==> config.mk <==
export PLATFORM = sky130hd
export DESIGN_NAME = cache_nway
export DESIGN_NICKNAME = d
export VERILOG_FILES = /design/src/rtl/cache_nway.sv
export SDC_FILE = /design/constraint.sdc
export NUM_CORES = 2
export LEC_CHECK = 0
export CAP_MARGIN = 20
export CORE_MARGIN = 4
export CORE_UTILIZATION = 45
export CTS_BUF_LIST = sky130_fd_sc_hd__clkbuf_4 sky130_fd_sc_hd__clkbuf_8
export CTS_CLUSTER_DIAMETER = 120
export DETAILED_ROUTE_END_ITERATION = 10
export SLEW_MARGIN = 0
export SYNTH_ARGS = -nofsm -noshare
export SYNTH_HDL_FRONTEND = slang
export SYNTH_SLANG_ARGS = --single-unit
==> constraint.sdc <==
create_clock -name clk -period 17.2 [get_ports clk]
set_clock_uncertainty 0.15 [all_clocks]
set_input_delay 4.3 -clock clk [delete_from_list [all_inputs] [get_ports clk]]
set_output_delay 4.3 -clock clk [all_outputs]
set_load 0.03 [all_outputs]
==> src/rtl/cache_nway.sv <==
// cache_nway: N-way set-associative, write-back, write-allocate data cache
// with true-LRU replacement and an IDLE/COMPARE/WRITEBACK/ALLOCATE FSM.
// Optional feature macro: CACHE_PERF_CNT_EN adds saturating hit/miss counters.
module cache_nway #(
    parameter int WAYS     = 2,
    parameter int SET_BITS = 2,
    parameter int ADDR_W   = 30
) (
    input  logic              clk,
    input  logic              proc_reset_n,
    input  logic              proc_read,
    input  logic              proc_write,
    input  logic [ADDR_W-1:0] proc_addr,
    input  logic [31:0]       proc_wdata,
    output logic [31:0]       proc_rdata,
    output logic              proc_stall,
    output logic              mem_read,
    output logic              mem_write,
    output logic [ADDR_W-3:0] mem_addr,
    output logic [127:0]      mem_wdata,
    input  logic [127:0]      mem_rdata,
    input  logic              mem_ready
`ifdef CACHE_PERF_CNT_EN
    ,
    output logic [31:0]       hit_cnt,
    output logic [31:0]       miss_cnt
`endif
);

    localparam int SETS  = 1 << SET_BITS;
    localparam int TAG_W = ADDR_W - 2 - SET_BITS;
    localparam int WAY_W = (WAYS > 1) ? $clog2(WAYS) : 1;

    typedef enum logic [1:0] {IDLE, COMPARE, WRITEBACK, ALLOCATE} state_t;

    state_t state_q, state_d;

    logic [127:0]     data_q  [0:WAYS-1][0:SETS-1];
    logic [TAG_W-1:0] tag_q   [0:WAYS-1][0:SETS-1];
    logic [WAYS-1:0]  valid_q [0:SETS-1];
    logic [WAYS-1:0]  dirty_q [0:SETS-1];
    logic [WAY_W-1:0] victim_q;

    logic [SET_BITS-1:0] set_idx;
    logic [1:0]          word_idx;
    logic [TAG_W-1:0]    req_tag;
    logic                request;
    logic                hit;
    logic [WAY_W-1:0]    hit_way;
    logic [WAY_W-1:0]    lru_way;
    logic [WAY_W-1:0]    miss_victim;
    logic                cmp_hit, wr_hit, fill, wb_done, latch_victim;
    logic                lru_touch;
    logic [WAY_W-1:0]    lru_way_in;

    assign set_idx    = proc_addr[SET_BITS+1:2];
    assign word_idx   = proc_addr[1:0];
    assign req_tag    = proc_addr[ADDR_W-1:SET_BITS+2];
    assign request    = proc_read | proc_write;
    assign lru_touch  = cmp_hit | fill;
    assign lru_way_in = fill ? victim_q : hit_way;

    // Tag match across all ways of the addressed set; lowest matching way wins.
    always_comb begin
        hit     = 1'b0;
        hit_way = '0;
        for (int w = 0; w < WAYS; w++) begin
            if (!hit && valid_q[set_idx][w] && tag_q[w][set_idx] == req_tag) begin
                hit     = 1'b1;
                hit_way = WAY_W'(w);
            end
        end
    end

    // Victim choice: lowest invalid way first, otherwise the least recently used way.
    always_comb begin
        logic found;
        found       = 1'b0;
        miss_victim = lru_way;
        for (int w = 0; w < WAYS; w++) begin
            if (!found && !valid_q[set_idx][w]) begin
                found       = 1'b1;
                miss_victim = WAY_W'(w);
            end
        end
    end

    generate
        if (WAYS > 1) begin : g_lru
            logic [WAY_W-1:0] age_q [0:WAYS-1][0:SETS-1];

            // The oldest way of the set is the one whose age is WAYS-1.
            always_comb begin
                lru_way = '0;
                for (int w = 0; w < WAYS; w++) begin
                    if (age_q[w][set_idx] == WAY_W'(WAYS - 1)) lru_way = WAY_W'(w);
                end
            end

            // True-LRU ages: touched way becomes 0, ways younger than it age by one.
            always_ff @(posedge clk) begin
                if (!proc_reset_n) begin
                    for (int w = 0; w < WAYS; w++)
                        for (int s = 0; s < SETS; s++)
                            age_q[w][s] <= WAY_W'(w);
                end else if (lru_touch) begin
                    for (int w = 0; w < WAYS; w++) begin
                        if (WAY_W'(w) == lru_way_in)
                            age_q[w][set_idx] <= '0;
                        else if (age_q[w][set_idx] < age_q[lru_way_in][set_idx])
                            age_q[w][set_idx] <= age_q[w][set_idx] + 1'b1;
                    end
                end
            end
        end else begin : g_direct
            assign lru_way = '0;
        end
    endgenerate

    // Next-state and output decode; memory strobes depend only on the state register.
    always_comb begin
        state_d      = state_q;
        proc_stall   = 1'b1;
        proc_rdata   = '0;
        mem_read     = 1'b0;
        mem_write    = 1'b0;
        mem_addr     = '0;
        mem_wdata    = '0;
        cmp_hit      = 1'b0;
        wr_hit       = 1'b0;
        fill         = 1'b0;
        wb_done      = 1'b0;
        latch_victim = 1'b0;
        case (state_q)
            IDLE: state_d = COMPARE;
            COMPARE: begin
                if (!request) begin
                    proc_stall = 1'b0;
                end else if (hit) begin
                    proc_stall = 1'b0;
                    proc_rdata = data_q[hit_way][set_idx][{word_idx, 5'b0} +: 32];
                    cmp_hit    = 1'b1;
                    wr_hit     = proc_write;
                end else begin
                    latch_victim = 1'b1;
                    if (valid_q[set_idx][miss_victim] && dirty_q[set_idx][miss_victim])
                        state_d = WRITEBACK;
                    else
                        state_d = ALLOCATE;
                end
            end
            WRITEBACK: begin
                mem_write = 1'b1;
                mem_addr  = {tag_q[victim_q][set_idx], set_idx};
                mem_wdata = data_q[victim_q][set_idx];
                if (mem_ready) begin
                    wb_done = 1'b1;
                    state_d = ALLOCATE;
                end
            end
            ALLOCATE: begin
                mem_read = 1'b1;
                mem_addr = proc_addr[ADDR_W-1:2];
                if (mem_ready) begin
                    fill    = 1'b1;
                    state_d = COMPARE;
                end
            end
            default: state_d = IDLE;
        endcase
        if (!proc_reset_n) begin
            state_d      = IDLE;
            proc_stall   = 1'b1;
            proc_rdata   = '0;
            cmp_hit      = 1'b0;
            wr_hit       = 1'b0;
            fill         = 1'b0;
            wb_done      = 1'b0;
            latch_victim = 1'b0;
        end
    end

    // State register and the way chosen for eviction on a miss.
    always_ff @(posedge clk) begin
        if (!proc_reset_n) begin
            state_q  <= IDLE;
            victim_q <= '0;
        end else begin
            state_q <= state_d;
            if (latch_victim) victim_q <= miss_victim;
        end
    end

    // Valid/dirty bookkeeping for hits, completed writebacks and fills.
    always_ff @(posedge clk) begin
        if (!proc_reset_n) begin
            for (int s = 0; s < SETS; s++) begin
                valid_q[s] <= '0;
                dirty_q[s] <= '0;
            end
        end else begin
            if (wr_hit)  dirty_q[set_idx][hit_way]  <= 1'b1;
            if (wb_done) dirty_q[set_idx][victim_q] <= 1'b0;
            if (fill) begin
                valid_q[set_idx][victim_q] <= 1'b1;
                dirty_q[set_idx][victim_q] <= 1'b0;
            end
        end
    end

    // Line data and tags; contents are meaningless until the valid bit is set.
    always_ff @(posedge clk) begin
        if (wr_hit) data_q[hit_way][set_idx][{word_idx, 5'b0} +: 32] <= proc_wdata;
        if (fill) begin
            data_q[victim_q][set_idx] <= mem_rdata;
            tag_q[victim_q][set_idx]  <= req_tag;
        end
    end

`ifdef CACHE_PERF_CNT_EN
    logic retry_q;

    // Saturating counters; a retried access after a fill is not counted as a hit.
    always_ff @(posedge clk) begin
        if (!proc_reset_n) begin
            hit_cnt  <= '0;
            miss_cnt <= '0;
            retry_q  <= 1'b0;
        end else begin
            if (latch_victim) begin
                retry_q <= 1'b1;
                if (miss_cnt != 32'hFFFF_FFFF) miss_cnt <= miss_cnt + 32'd1;
            end
            if (cmp_hit) begin
                retry_q <= 1'b0;
                if (!retry_q && hit_cnt != 32'hFFFF_FFFF) hit_cnt <= hit_cnt + 32'd1;
            end
        end
    end
`endif

endmodule

==> summary.md <==
| Metric | Value |
|---|---|
| Status | finished clean |
| Adder-cell share of the synthesized area | less than 1% |
| Worst Hold Class | flop to flop |
| Endpoint class of the critical path | output pin |
| Crit-path cells | buf_8 -> mux2_2 -> a222oi_1 -> or4b_1 -> a2111oi_2 -> nand4_1 -> buf_4 -> a221oi_1 -> a311oi_1 -> nor4_1 -> clkdlybuf4s50_1 |
| Register area share after synthesis | roughly 65% |
| Die area | between 100000 and 150000 µm² |
| Area contributors post-synth | edfxtp_1 (64%), mux4_2 (14%), mux2i_1 (5.1%), nand2_1 (2.8%), a22o_1 (2.1%) |
| Pwr Density | between 100 and 150 nW/µm² |
| Rows | 131 |
| Post_cts resized | 0 |
| Peak supply drop | between 70 and 80 µV |
| Count leader, synth | edfxtp_1 |
| Synthesis-stage register bit count | around 1300 |
| TritonRoute pass-1 iters | 8 |
| Gate Count Post-Synth | between 3000 and 4000 |
| CTS buffer count | 210 |
| Synth Cell Area | just under 60000 µm² |
| DRC | 0 |
| Gpl congestion | roughly 0.89 |
| Vias in the first global route | about 37000 |
| Post-synthesis simple-gate area fraction | under 10% |
| Most common library cells after synthesis | edfxtp_1 (1252), nand2_1 (435), mux4_2 (363), mux2i_1 (300), clkbuf_1 (207) |
| Share of cells above drive strength 1 | about a fifth |
| Fill cell total of the finished layout | approximately 11000 |
| DPL Wire Length | about 130 mm |
| Die extent in y | 368 µm |
| Post-synthesis compound-gate area fraction | approximately 6.4% |
| DRT iter0 DRCs | a little over 5000 |
| I/O pin total | between 300 and 400 |
| DIE WIDTH | 368 µm |
| Place WS | a little over 2 ns |
| Maximum buffer depth of the clock tree | 3 |
| Total track usage | between 20 and 30% |
| Clock-pin transition on the worst setup and hold timing paths | 0.06 ns |
| Final period util | approximately nine tenths |
| Critical path peak fanout | ~100 |
| Final Hold Vio Count | 0 |
| Slew Limit Fails | 0 |
| Setup repair after global routing missed its margin | no |
| Fin cells | about 6000 |
| Core area | 128000 µm² |
| Startpoint types | input port |
| Layout area overhead | 17.5% |
| Yosys warns | 0 |
| CTS Hold Bufs | 0 |
| CTS tree | yes |
| Area leader, netlist | edfxtp_1 |
| Largest family of logic cells by synthesized area | multiplexers |
| Final nets | about 4300 |
| Syn Area/Cell | around 16 µm² |
| Pleak | approximately 23 nW |
| GRT Residual Overflow | 0 |
| Initial Util | a little under half |
| Synth async-reset ratio | 0% |
| Final TNS setup | 0 ns |
| Util after Layout | a little over half |
| Pin count of the biggest net entering global routing | between 100 and 150 |
| Clock Latency Late Sink | ~0.93 ns |
| Vias/cell | roughly 6.4 |
| H-Tree Depth | 4 |
| First-pass GRT wire length | around 290 mm |
| CP Class | input port to output pin |
| Synthesized Nets | just under 4000 |
| Fmax | 0.0654 GHz |
| Antenna violations before repair | 21 |
| Slew HR | 21.2% |
| Pin slew with the least headroom to its limit | approximately 1.2 ns |
| Placed Cells | roughly 5600 |
| Post-route minimum period | 15.30 ns |
| Routed wire length | slightly above 200 mm |
| CTS sink count | ~1300 |
| Antenna Nets Post-Route | 0 |
| Wire per inst | approximately 34 µm |
| Multiplexer area fraction after synthesis | between 10% and 20% |
| Post-synth EDFFs | around 1300 |
| Bufs and invs on worst path | 3 |
| Critical path's slowest cell | nand4_1 |
| Postcts setup bufs | 0 |
| Top cell type's share of synthesized area | between 60 and 70% |
| # setup viols final | 0 |
| Delay-heaviest family, CP | simple AND/OR/NAND/NOR gates |
| Area share of xor/xnor cells in the synthesized design | 0.644% |
| CTS root buf | clkbuf_8 |
| Final WS setup | between 1.5 and 2 ns |
| Synth Flop Type | edfxtp_1 |
| Max_cap viols | 0 |
| Number of vias after detailed routing | about 38000 |
| Synth cell types | 70 |
| Port Buffers | between 300 and 400 |
| WP data arrival | approximately 11 ns |
| Critical Path RT | 12.75 ns |
| CP peak stage delay | between 0.9 and 1 ns |
## metal layers
layer / wire length [µm] / share of wire (%) / GRT usage, %
met1: 79000 / 38 / 40.7
met2: 93100 / 45 / 44.9
met3: 23400 / 11 / 8.36
met5: 396 / 0.19 / 0.712
met4: 10000 / 4.9 / 13.5
## registers in the layout, summed over array words and instances, names as in the netlist, named ones only
| name | cells |
|---|---|
| valid_q | 8 |
| data_q | 1024 |
| state_q | 2 |
| tag_q | 208 |
| dirty_q | 8 |
| g_lru.age_q | 8 |
| victim_q | 1 |
## power by group
part	switching [mW]	total (mW)	internal, mW
Clock	1.24	2.73	1.48
Combinational	0.725	1.13	0.408
Sequential	0.0128	3.43	3.42
Total	1.98	7.29	5.31
## path summary, 6_finish.rpt
kind,startpoint,slack (ns),endpoint,cells after the start
setup / recovery,proc_addr[3],1.90,proc_rdata[21],11
hold / removal,g_lru.age_q[0][1],0.31,g_lru.age_q[0][1],1
setup reg to reg,tag_q[1][16],11.27,data_q[0][171],10
hold reg to reg,g_lru.age_q[0][1],0.31,g_lru.age_q[0][1],1
## worst register-to-register path: stages (launching register included)
cell,delay (ns)
edfxtp_1,0.36
mux4_2,0.50
xnor2_1,0.23
nand4_1,0.25
or4_4,0.60
or4_4,0.89
buf_4,0.48
a21oi_2,0.64
a21oi_2,0.39
nor2_4,0.53
buf_4,0.52
## final cells by class
class,instances,area [µm²],area share (%)
diodes,12,30.0,0.0437
clock buffers,270,3400,4.95
flip-flops and latches,1260,37800,55.0
well taps,1729,2160,3.15
repair buffers,479,4620,6.72
clock inverters,111,860,1.25
multi-input cells,2107,19800,28.8
inverters,19,88.8,0.129
## placed cells by master (no fill, tap or decap), types with 50 or more instances in the layout
master and n:
clkinv_1 55, a21oi_1 113, edfxtp_1 1252, nor2_1 101
o21ai_0 146, buf_4 89, mux2i_1 300, and3b_1 58
nand2_1 434, clkbuf_4 50, a22o_1 139, mux4_2 363
clkbuf_8 220, clkdlybuf4s50_1 383, nand3_1 75
## kinds of logic after synthesis
family	count (synthesis)
and+or+nand+nor	830
AOI/OAI and AO/OA	547
adders and majority gates	8
DFF	1260
buffers and inverters	310
muxes	679
xor gates and xnor gates	43
## through the flow
| stage | total power [mW] | hold WS [ns] | instance area [µm²] |
|---|---|---|---|
| 2_1_floorplan | 4.12 | 0.278 | 58500 |
| 3_3_place_gp | 4.62 | 0.292 | 64400 |
| 3_5_place_dp | 4.62 | 0.298 | 64400 |
| 4_1_cts | 7.33 | 0.309 | 68600 |
| 5_1_grt | 7.52 | 0.331 | 68700 |
| 6_report | 7.29 | 0.310 | 68700 |
No activity file was read; power rests on OpenSTA's default activity.
